`src/rtl/riscv_pkg.sv`:
```
// rtl/riscv_pkg.sv - RV32I kind codes, opcodes and funct fields for the loader
package riscv_pkg;

  localparam logic [3:0] KIND_ADD  = 4'd0;
  localparam logic [3:0] KIND_SUB  = 4'd1;
  localparam logic [3:0] KIND_SLT  = 4'd2;
  localparam logic [3:0] KIND_OR   = 4'd3;
  localparam logic [3:0] KIND_AND  = 4'd4;
  localparam logic [3:0] KIND_ADDI = 4'd5;
  localparam logic [3:0] KIND_LW   = 4'd6;
  localparam logic [3:0] KIND_SW   = 4'd7;
  localparam logic [3:0] KIND_BEQ  = 4'd8;

  localparam logic [6:0] OP_REG    = 7'b0110011;
  localparam logic [6:0] OP_IMM    = 7'b0010011;
  localparam logic [6:0] OP_LOAD   = 7'b0000011;
  localparam logic [6:0] OP_STORE  = 7'b0100011;
  localparam logic [6:0] OP_BRANCH = 7'b1100011;

  localparam logic [2:0] F3_ADD_SUB = 3'b000;
  localparam logic [2:0] F3_SLT     = 3'b010;
  localparam logic [2:0] F3_OR      = 3'b110;
  localparam logic [2:0] F3_AND     = 3'b111;
  localparam logic [2:0] F3_WORD    = 3'b010;
  localparam logic [2:0] F3_BEQ     = 3'b000;

  localparam logic [6:0] F7_BASE = 7'b0000000;
  localparam logic [6:0] F7_SUB  = 7'b0100000;

endpackage

```
`src/rtl/instr_loader_encoder_if.sv`:
```
// rtl/instr_loader_encoder_if.sv - request and instruction-memory write bus
interface instr_loader_encoder_if #(
  parameter int ADDR_W = 8
);
  logic              req_valid;
  logic              req_ready;
  logic [3:0]        req_kind;
  logic [4:0]        req_rd;
  logic [4:0]        req_rs1;
  logic [4:0]        req_rs2;
  logic [12:0]       req_imm;
  logic              req_last;
  logic              imem_we;
  logic [ADDR_W-1:0] imem_addr;
  logic [31:0]       imem_wdata;

  modport master (
    output req_valid, req_kind, req_rd, req_rs1, req_rs2, req_imm, req_last,
    input  req_ready, imem_we, imem_addr, imem_wdata
  );

  modport slave (
    input  req_valid, req_kind, req_rd, req_rs1, req_rs2, req_imm, req_last,
    output req_ready, imem_we, imem_addr, imem_wdata
  );
endinterface

```
`src/rtl/instr_encode.sv`:
```
// rtl/instr_encode.sv - combinational RV32I encoder with legality check
module instr_encode
  import riscv_pkg::*;
(
  input  logic [3:0]  kind_i,
  input  logic [4:0]  rd_i,
  input  logic [4:0]  rs1_i,
  input  logic [4:0]  rs2_i,
  input  logic [12:0] imm_i,
  output logic [31:0] word_o,
  output logic        illegal_o
);

  logic imm_oor;
  assign imm_oor = imm_i[12] ^ imm_i[11];

  always_comb begin
    word_o    = '0;
    illegal_o = imm_oor;
    case (kind_i)
      KIND_ADD:  word_o = {F7_BASE, rs2_i, rs1_i, F3_ADD_SUB, rd_i, OP_REG};
      KIND_SUB:  word_o = {F7_SUB, rs2_i, rs1_i, F3_ADD_SUB, rd_i, OP_REG};
      KIND_SLT:  word_o = {F7_BASE, rs2_i, rs1_i, F3_SLT, rd_i, OP_REG};
      KIND_OR:   word_o = {F7_BASE, rs2_i, rs1_i, F3_OR, rd_i, OP_REG};
      KIND_AND:  word_o = {F7_BASE, rs2_i, rs1_i, F3_AND, rd_i, OP_REG};
      KIND_ADDI: word_o = {imm_i[11:0], rs1_i, F3_ADD_SUB, rd_i, OP_IMM};
      KIND_LW:   word_o = {imm_i[11:0], rs1_i, F3_WORD, rd_i, OP_LOAD};
      KIND_SW:   word_o = {imm_i[11:5], rs2_i, rs1_i, F3_WORD, imm_i[4:0], OP_STORE};
      KIND_BEQ: begin
        // Branch offsets use the full 13-bit range but must be halfword aligned.
        word_o    = {imm_i[12], imm_i[10:5], rs2_i, rs1_i, F3_BEQ,
                     imm_i[4:1], imm_i[11], OP_BRANCH};
        illegal_o = imm_i[0];
      end
      default:   illegal_o = 1'b1;
    endcase
  end

endmodule

```
`src/rtl/instr_loader_encoder.sv`:
```
// rtl/instr_loader_encoder.sv - session FSM writing encoded RV32I words into imem
module instr_loader_encoder
  import riscv_pkg::*;
#(
  parameter int          ADDR_W    = 8,
  parameter int unsigned BASE_ADDR = 0
) (
  input  logic                   clk,
  input  logic                   rst,
  input  logic                   start,
  instr_loader_encoder_if.slave  bus,
  output logic                   busy,
  output logic                   done,
  output logic                   err
);

  localparam logic [1:0] ST_IDLE   = 2'd0;
  localparam logic [1:0] ST_LOAD   = 2'd1;
  localparam logic [1:0] ST_FINISH = 2'd2;

  localparam logic [ADDR_W-1:0] BASE     = BASE_ADDR[ADDR_W-1:0];
  localparam logic [ADDR_W-1:0] ADDR_MAX = '1;

  logic [1:0]        state_q, state_d;
  logic [ADDR_W-1:0] addr_q, addr_d;
  logic              full_q, full_d;
  logic              err_q, err_d;
  logic              done_q, done_d;
  logic              we_q, we_d;
  logic [ADDR_W-1:0] waddr_q, waddr_d;
  logic [31:0]       wdata_q, wdata_d;

  logic [31:0] enc_word;
  logic        enc_illegal;
  logic        xfer;
  logic        wr;

  instr_encode u_encode (
    .kind_i    (bus.req_kind),
    .rd_i      (bus.req_rd),
    .rs1_i     (bus.req_rs1),
    .rs2_i     (bus.req_rs2),
    .imm_i     (bus.req_imm),
    .word_o    (enc_word),
    .illegal_o (enc_illegal)
  );

  assign bus.req_ready = (state_q == ST_LOAD) && !start;
  assign xfer          = bus.req_valid && bus.req_ready;
  // Once the top word is written the session is full: later requests are consumed as errors.
  assign wr            = xfer && !enc_illegal && !full_q;

  always_comb begin
    state_d = state_q;
    addr_d  = addr_q;
    full_d  = full_q;
    err_d   = err_q;
    done_d  = 1'b0;
    we_d    = wr;
    waddr_d = waddr_q;
    wdata_d = wdata_q;

    if (wr) begin
      waddr_d = addr_q;
      wdata_d = enc_word;
      if (addr_q == ADDR_MAX) full_d = 1'b1;
      else                    addr_d = addr_q + 1'b1;
    end
    if (xfer && !wr) err_d = 1'b1;

    case (state_q)
      ST_LOAD:   if (xfer && bus.req_last) state_d = ST_FINISH;
      ST_FINISH: begin
        state_d = ST_IDLE;
        done_d  = 1'b1;
      end
      ST_IDLE:   state_d = ST_IDLE;
      default:   state_d = ST_IDLE;
    endcase

    // A restart leaves any already-registered write alone but drops the pending done.
    if (start) begin
      state_d = ST_LOAD;
      addr_d  = BASE;
      full_d  = 1'b0;
      err_d   = 1'b0;
      done_d  = 1'b0;
    end
  end

  always_ff @(posedge clk or posedge rst) begin
    if (rst) begin
      state_q <= ST_IDLE;
      addr_q  <= BASE;
      full_q  <= 1'b0;
      err_q   <= 1'b0;
      done_q  <= 1'b0;
      we_q    <= 1'b0;
      waddr_q <= BASE;
      wdata_q <= '0;
    end else begin
      state_q <= state_d;
      addr_q  <= addr_d;
      full_q  <= full_d;
      err_q   <= err_d;
      done_q  <= done_d;
      we_q    <= we_d;
      waddr_q <= waddr_d;
      wdata_q <= wdata_d;
    end
  end

  assign bus.imem_we    = we_q;
  assign bus.imem_addr  = waddr_q;
  assign bus.imem_wdata = wdata_q;
  assign busy           = (state_q == ST_LOAD) || (state_q == ST_FINISH);
  assign done           = done_q;
  assign err            = err_q;

endmodule

```
`src/flat_wrapper.sv`:
```
// flat-port wrapper written by rule: the top's interface ports become plain ports
module instr_loader_encoder_flat import riscv_pkg::*;
#(
  parameter int          ADDR_W    = 8,
  parameter int unsigned BASE_ADDR = 0
)
  (clk, rst, start, busy, done, err, bus_req_valid, bus_req_kind, bus_req_rd, bus_req_rs1, bus_req_rs2, bus_req_imm, bus_req_last, bus_req_ready, bus_imem_we, bus_imem_addr, bus_imem_wdata);
  instr_loader_encoder_if #(.ADDR_W(ADDR_W)) bus_i ();
  input  logic clk;
  input  logic rst;
  input  logic start;
  output logic busy;
  output logic done;
  output logic err;
  input wire logic [$bits(bus_i.req_valid)-1:0] bus_req_valid;
  input wire logic [$bits(bus_i.req_kind)-1:0] bus_req_kind;
  input wire logic [$bits(bus_i.req_rd)-1:0] bus_req_rd;
  input wire logic [$bits(bus_i.req_rs1)-1:0] bus_req_rs1;
  input wire logic [$bits(bus_i.req_rs2)-1:0] bus_req_rs2;
  input wire logic [$bits(bus_i.req_imm)-1:0] bus_req_imm;
  input wire logic [$bits(bus_i.req_last)-1:0] bus_req_last;
  output wire logic [$bits(bus_i.req_ready)-1:0] bus_req_ready;
  output wire logic [$bits(bus_i.imem_we)-1:0] bus_imem_we;
  output wire logic [$bits(bus_i.imem_addr)-1:0] bus_imem_addr;
  output wire logic [$bits(bus_i.imem_wdata)-1:0] bus_imem_wdata;
  assign bus_i.req_valid = bus_req_valid;
  assign bus_i.req_kind = bus_req_kind;
  assign bus_i.req_rd = bus_req_rd;
  assign bus_i.req_rs1 = bus_req_rs1;
  assign bus_i.req_rs2 = bus_req_rs2;
  assign bus_i.req_imm = bus_req_imm;
  assign bus_i.req_last = bus_req_last;
  assign bus_req_ready = bus_i.req_ready;
  assign bus_imem_we = bus_i.imem_we;
  assign bus_imem_addr = bus_i.imem_addr;
  assign bus_imem_wdata = bus_i.imem_wdata;
  instr_loader_encoder #(.ADDR_W(ADDR_W), .BASE_ADDR(BASE_ADDR)) u_core (.clk(clk), .rst(rst), .start(start), .bus(bus_i), .busy(busy), .done(done), .err(err));
endmodule
```
`config.mk`:
```
export PLATFORM = sky130hd
export DESIGN_NAME = instr_loader_encoder_flat
export DESIGN_NICKNAME = d
export VERILOG_FILES = /design/src/rtl/riscv_pkg.sv /design/src/rtl/instr_loader_encoder_if.sv /design/src/rtl/instr_encode.sv /design/src/rtl/instr_loader_encoder.sv /design/src/flat_wrapper.sv
export SDC_FILE = /design/constraint.sdc
export NUM_CORES = 1
export LEC_CHECK = 0
export CAP_MARGIN = 30
export CORE_MARGIN = 1.5
export CORE_UTILIZATION = 52
export CTS_BUF_LIST = sky130_fd_sc_hd__clkbuf_8
export CTS_CLUSTER_DIAMETER = 150
export CTS_CLUSTER_SIZE = 8
export DETAILED_ROUTE_END_ITERATION = 6
export PLACE_DENSITY = 0.91
export SYNTH_ARGS = -nofsm -noshare
export SYNTH_HDL_FRONTEND = slang
export SYNTH_SLANG_ARGS = --single-unit
```
`constraint.sdc`:
```
create_clock -name clk -period 3.53 [get_ports clk]
set_input_delay 0.706 -clock clk [delete_from_list [all_inputs] [get_ports clk]]
set_output_delay 0.706 -clock clk [all_outputs]
set_load 0.05 [all_outputs]
```
==> impl_metrics.env, run 1 <==
export IMPL_max_freq_mhz=323
export IMPL_whs_ns=0.494
export IMPL_synth_mux_area_share_pct=9.23
export IMPL_antenna_found_initial=0
export IMPL_grt_pass1_vias=2097
export IMPL_postRouteWirelength_um=5880
export IMPL_crit_path_max_fanout=11
export IMPL_grt_max_degree=37
export IMPL_finalClockSkew_ns=0.00508
export IMPL_yosysUniqueCellTypes=50
export IMPL_endpoint_kind="output pin"
export IMPL_final_cells=388
export IMPL_finalInstanceArea_um2=3510
export IMPL_vias=2217
export IMPL_clk_latency_ns=0.31
export IMPL_hpwl_um=4270
export IMPL_synth_edff_count=0
export IMPL_cts_tree="done"
export IMPL_placed_area_um2=3400
export IMPL_core_um2=4720
export IMPL_tightestPinTransition_ns=0.621
export IMPL_drt_initial_drc_count=260
export IMPL_synth_adder_area_share_pct=1.46
export IMPL_drive_gt1_share_pct=6.23
export IMPL_yosysMostFrequentCell="dfrtp_1"
export IMPL_irDropWorstVdd_uv=459
export IMPL_die_y_um=73.2
export IMPL_yosys_area_top_type="dfrtp_1"
export IMPL_netlist_instances=245
export IMPL_grt_setup_unrepaired="false"
export IMPL_cts_buffers=5
export IMPL_cp_arrival_ns=2.39
export IMPL_io_pins=82
export IMPL_worst_setup_path_start_kind="input port"
export IMPL_place_gp_congestion=0.831
export IMPL_route_detailed_drc=0
export IMPL_p_leak_nw=1.48
export IMPL_preCtsSetupSlack_ns=0.476
export IMPL_max_slew_margin_pct=58.6
export IMPL_fillers=313
export IMPL_diodes=0
export IMPL_synthDominantCellAreaShare_pct=49.8
export IMPL_tns_ns=0
export IMPL_cts_buffer_depth=2
export IMPL_htree_levels=2
export IMPL_maxCapViolCount=0
export IMPL_die_w_um=73.2
export IMPL_finalCritPeriodShare_pct=87.6
export IMPL_cts_resized=0
export IMPL_grt_pass1_wl_um=9600
export IMPL_slew_viol_final=0
export IMPL_synth_xor_area_share_pct=0.342
export IMPL_synthSimpleGateAreaFrac_pct=13.2
export IMPL_synthTopCellsByArea="dfrtp_1, mux2_1, o21ai_1, nand2_1, nand3_1"
export IMPL_rows=25
export IMPL_die_area_um2=5360
export IMPL_synth_top_family_by_area="compound AO/OA/AOI/OAI gates"
export IMPL_seq_area_frac_synth_pct=49.8
export IMPL_power_density_nw_per_um2=506
export IMPL_total_power_mw=1.77
export IMPL_ys_flop_type="dfrtp_1"
export IMPL_clk_pin_slew_ns=0.09
export IMPL_hold_path_class="register to register"
export IMPL_synth_compound_area_share_pct=20.6
export IMPL_synth_seq_cells=51
export IMPL_area_growth_pct=36.9
export IMPL_finalHoldViolations=0
export IMPL_cts_sinks=51
export IMPL_place_inst=380
export IMPL_grt_ovfl_total=0
export IMPL_start_util_pct=54.3
export IMPL_fin_util_pct=74.3
export IMPL_fin_ws_ns=0.439
export IMPL_final_antenna_net_count=0
export IMPL_period_needed_ns=3.09
export IMPL_nNetsFinal=360
export IMPL_cts_root_buf="clkbuf_8"
export IMPL_ys_warnings_count=0
export IMPL_status="finished clean"
export IMPL_routedWlPerCell_um=15.1
export IMPL_postCtsSetupRepairBufs=0
export IMPL_synth_area_um2=2560
export IMPL_synth_commonest_cells="dfrtp_1, o21ai_1, mux2_1"
export IMPL_syn_area_per_cell_um2=10.5
export IMPL_via_per_inst=5.71
export IMPL_dr_pass1_iters=4
export IMPL_setup_viol_count_final=0
export IMPL_port_buffers=79
export IMPL_grt_util_all_layers_pct=23.2
export IMPL_timing_worst_setup_path_type="input port to output pin"
export IMPL_synth_async_reset_ratio_pct=100
export IMPL_hold_buffers=0
export IMPL_crit_required_ns=2.82
per-layer routing:
layer / part of all wire [%] / wire length (µm) / vias to the layer above / track usage (%)
li1: - / - / 1045 / -
met1: 43 / 2500 / 1057 / 30.8
met2: 48 / 2810 / 106 / 37.3
met3: 8.4 / 495 / 9 / 5.94
met4: 1.2 / 70 / 0 / 7.55
met5: 0 / 0 / - / 0
path summary, 6_finish.rpt:
path	endpoint	start	slack [ns]	depth (start not counted)
min in group asynchronous	u_core.bus.imem_wdata[5]	rst	0.67	2
worst min register to register	u_core.bus.imem_wdata[19]	u_core.bus.imem_wdata[19]	0.49	1
worst max-delay path	bus_req_ready	start	0.44	3
max in group asynchronous	u_core.bus.imem_wdata[11]	rst	2.37	3
worst max register to register	u_core.addr_q[4]	u_core.state_q[1]	1.24	6
worst min-delay path	u_core.bus.imem_wdata[19]	u_core.bus.imem_wdata[19]	0.49	1
report_power, final:
part / internal [mW] / switching, mW / leakage [nW]
clock: 0.178 / 0.191 / 0.0505
sequential: 0.667 / 0.0453 / 0.677
combinational: 0.246 / 0.448 / 0.753
total: 1.09 / 0.684 / 1.48
final cells by class:
class / count / area [µm²] / area share, %
sequential: 51 / 1280 / 36.4
multi-input combinational: 167 / 1160 / 33.0
timing repair buffer: 85 / 848 / 24.2
clock buffer: 7 / 96.3 / 2.75
tap: 67 / 83.8 / 2.39
inverter: 10 / 38.8 / 1.11
clock inverter: 1 / 7.51 / 0.214
placed cells by master (no fill, tap or decap), types with 6 or more instances in the layout:
master,netlist,routed
inv_1,9,8
a21oi_1,9,9
nand2_1,15,15
clkdlybuf4s50_1,0,79
clkbuf_8,0,7
nand2b_1,6,6
o21ai_1,30,30
o21ai_0,8,8
dfrtp_1,51,51
mux2_1,21,21
nand3_1,10,10
sequential cells by signal, summed over array words and instances (netlist names):
register	cells
u_core.bus.imem_we	1
u_core.bus.imem_addr	8
u_core.addr_q	8
u_core.err	1
u_core.bus.imem_wdata	29
u_core.done	1
u_core.state_q	2
u_core.full_q	1
kinds of logic after synthesis:
group           count (synthesis)
compound gates                 81
xor+xnor                        1
fa+ha+maj                       3
buf+inv                        28
flops                          51
mux                            21
other cells                     1
simple gates                   59
worst max-delay path: stages:
cell and delay (ns):
clkdlybuf4s50_1 0.61, nor2b_1 0.24, clkdlybuf4s50_1 0.83
Power figures use the tool's default switching activity.
==> run 2: changes to the inputs <==
CORE_MARGIN = 4   (was 1.5)
GPL_ROUTABILITY_DRIVEN = 0   (was default)
==> impl_metrics.env, run 2 (same netlist as run 1, synthesis figures left out) <==
export IMPL_die_area_um2=6120
export IMPL_power_density_nw_per_um2=521
export IMPL_max_slew_margin_pct=48.3
export IMPL_io_pins=82
export IMPL_max_freq_mhz=321
export IMPL_reg2reg_to="u_core.addr_q[3]"
export IMPL_vias=2278
export IMPL_sequentialPowerShare_pct=38.7
export IMPL_r2r_setup_slack_ns=1.19
export IMPL_ff2ff_path_depth=6
export IMPL_fin_util_pct=74.1
export IMPL_diodes=0
export IMPL_total_power_mw=1.83
export IMPL_cts_root_buf="clkbuf_8"
export IMPL_cts_sinks=51
export IMPL_net_switching_power_mw=0.692
export IMPL_grt_setup_unrepaired="false"
export IMPL_port_buffers=79
export IMPL_dr_pass1_iters=4
export IMPL_route_detailed_drc=0
export IMPL_min_from="u_core.bus.imem_addr[6]"
export IMPL_hpwl_um=4740
export IMPL_grt_pass1_wl_um=11000
export IMPL_tightestPinTransition_ns=0.767
export IMPL_irDropWorstVdd_uv=373
export IMPL_hold_path_class="register to register"
export IMPL_finalClockSkew_ns=0.00781
export IMPL_finalInstanceArea_um2=3520
export IMPL_intPower_mw=1.14
export IMPL_area_growth_pct=37.4
export IMPL_clk_pin_slew_ns=0.09
export IMPL_grt_pass1_vias=2280
export IMPL_grt_util_all_layers_pct=22.6
export IMPL_core_um2=4750
export IMPL_fillers=349
export IMPL_timing_worst_setup_path_type="input port to output pin"
export IMPL_start_util_pct=53.9
export IMPL_nNetsFinal=360
export IMPL_cts_buffers=5
export IMPL_clk_latency_ns=0.31
export IMPL_whs_ns=0.495
export IMPL_postRouteWirelength_um=6580
export IMPL_die_y_um=78.2
export IMPL_multi_input_area_um2=1160
export IMPL_die_w_um=78.2
export IMPL_via_per_inst=5.87
export IMPL_status="finished clean"
export IMPL_netSwitchingFraction_pct=37.7
export IMPL_holdPathEnd="u_core.bus.imem_addr[6]"
export IMPL_final_antenna_net_count=0
export IMPL_htree_levels=2
export IMPL_cts_tree="done"
export IMPL_min_path_cells=1
export IMPL_cts_resized=0
export IMPL_tns_ns=0
export IMPL_cts_buffer_depth=2
export IMPL_grt_ovfl_total=0
export IMPL_period_needed_ns=3.12
export IMPL_postCtsSetupRepairBufs=0
export IMPL_rows=25
export IMPL_mostFrequentLayoutCell="clkdlybuf4s50_1"
export IMPL_worstReg2RegStart="u_core.state_q[1]"
export IMPL_finalHoldViolations=0
export IMPL_seq_area_um2=1280
export IMPL_largest_reg_flops=29
export IMPL_drive_gt1_share_pct=6.23
export IMPL_maxCapViolCount=0
export IMPL_crit_required_ns=2.82
export IMPL_cp_arrival_ns=2.41
export IMPL_routedWlPerCell_um=17.0
export IMPL_mostFrequentLayoutCells="clkdlybuf4s50_1, dfrtp_1, o21ai_1"
export IMPL_placed_area_um2=3400
export IMPL_crit_path_max_fanout=11
export IMPL_setup_viol_count_final=0
export IMPL_worst_setup_path_start_kind="input port"
export IMPL_antenna_found_initial=0
export IMPL_p_clk_share_pct=23.3
export IMPL_finalCritPeriodShare_pct=88.3
export IMPL_combPwrFrac_pct=38.1
export IMPL_drt_initial_drc_count=212
export IMPL_p_leak_nw=1.49
export IMPL_hold_buffers=0
export IMPL_endpoint_kind="output pin"
export IMPL_slew_viol_final=0
export IMPL_grt_max_degree=41
run 2: cell count changes in the layout (fill, tap and decap cells not counted):
cell | previous run | this run
bufinv_16 | 0 | 1
clkbuf_8 | 7 | 6
clkinv_2 | 1 | 2
clkinvlp_4 | 1 | 0
run 2: area by class of cell:
cell class                 count  share of cell area (%)
tap                           67                    2.38
multi-input combinational    167                    32.8
inverter                      10                    1.10
clock inverter                 2                   0.995
clock buffer                   6                    2.35
timing repair buffer          85                    24.1
sequential                    51                    36.2
run 2: worst max path at each step:
| stage | end | slack [ns] | cells past startpoint | start |
|---|---|---|---|---|
| finish | bus_req_ready | 0.41 | 3 | start |
| global route | bus_req_ready | 0.35 | 3 | start |
| CTS | bus_req_ready | 0.43 | 3 | start |
| detailed placement | u_core.addr_q[3] | 0.37 | 5 | start |
| global placement | u_core.addr_q[5] | 0.47 | 5 | start |
| floorplan | u_core.bus.imem_addr[2] | 1.01 | 7 | bus_req_kind[1] |
run 2: through the flow:
| stage | instances | setup slack, ns |
|---|---|---|
| after detailed placement | 380 | 0.373 |
| after global routing | 388 | 0.349 |
| after floorplan | 246 | 1.01 |
| final | 388 | 0.414 |
| after global placement | 379 | 0.470 |
| after CTS | 388 | 0.432 |
run 2: critical path: stages:
cell and delay, ns:
clkdlybuf4s50_1 0.62, nor2b_1 0.25, clkdlybuf4s50_1 0.83
run 2: power by group through the flow:
stage | clock [mW] | combinational (mW) | sequential (mW)
global route | 0.452 | 0.734 | 0.721
finish | 0.427 | 0.698 | 0.709
global placement | 0 | 0.687 | 0.718
detailed placement | 0 | 0.700 | 0.721
CTS | 0.427 | 0.703 | 0.710
floorplan | 0 | 0.152 | 1.01
run 2: metal layers:
metal / routed length, µm / track usage [%] / vias up
met2: 3210 / 36.6 / 104
met1: 2730 / 28.7 / 1104
met5: 0 / 0 / -
li1: - / - / 1056
met3: 492 / 5.73 / 14
met4: 148 / 9.44 / 0
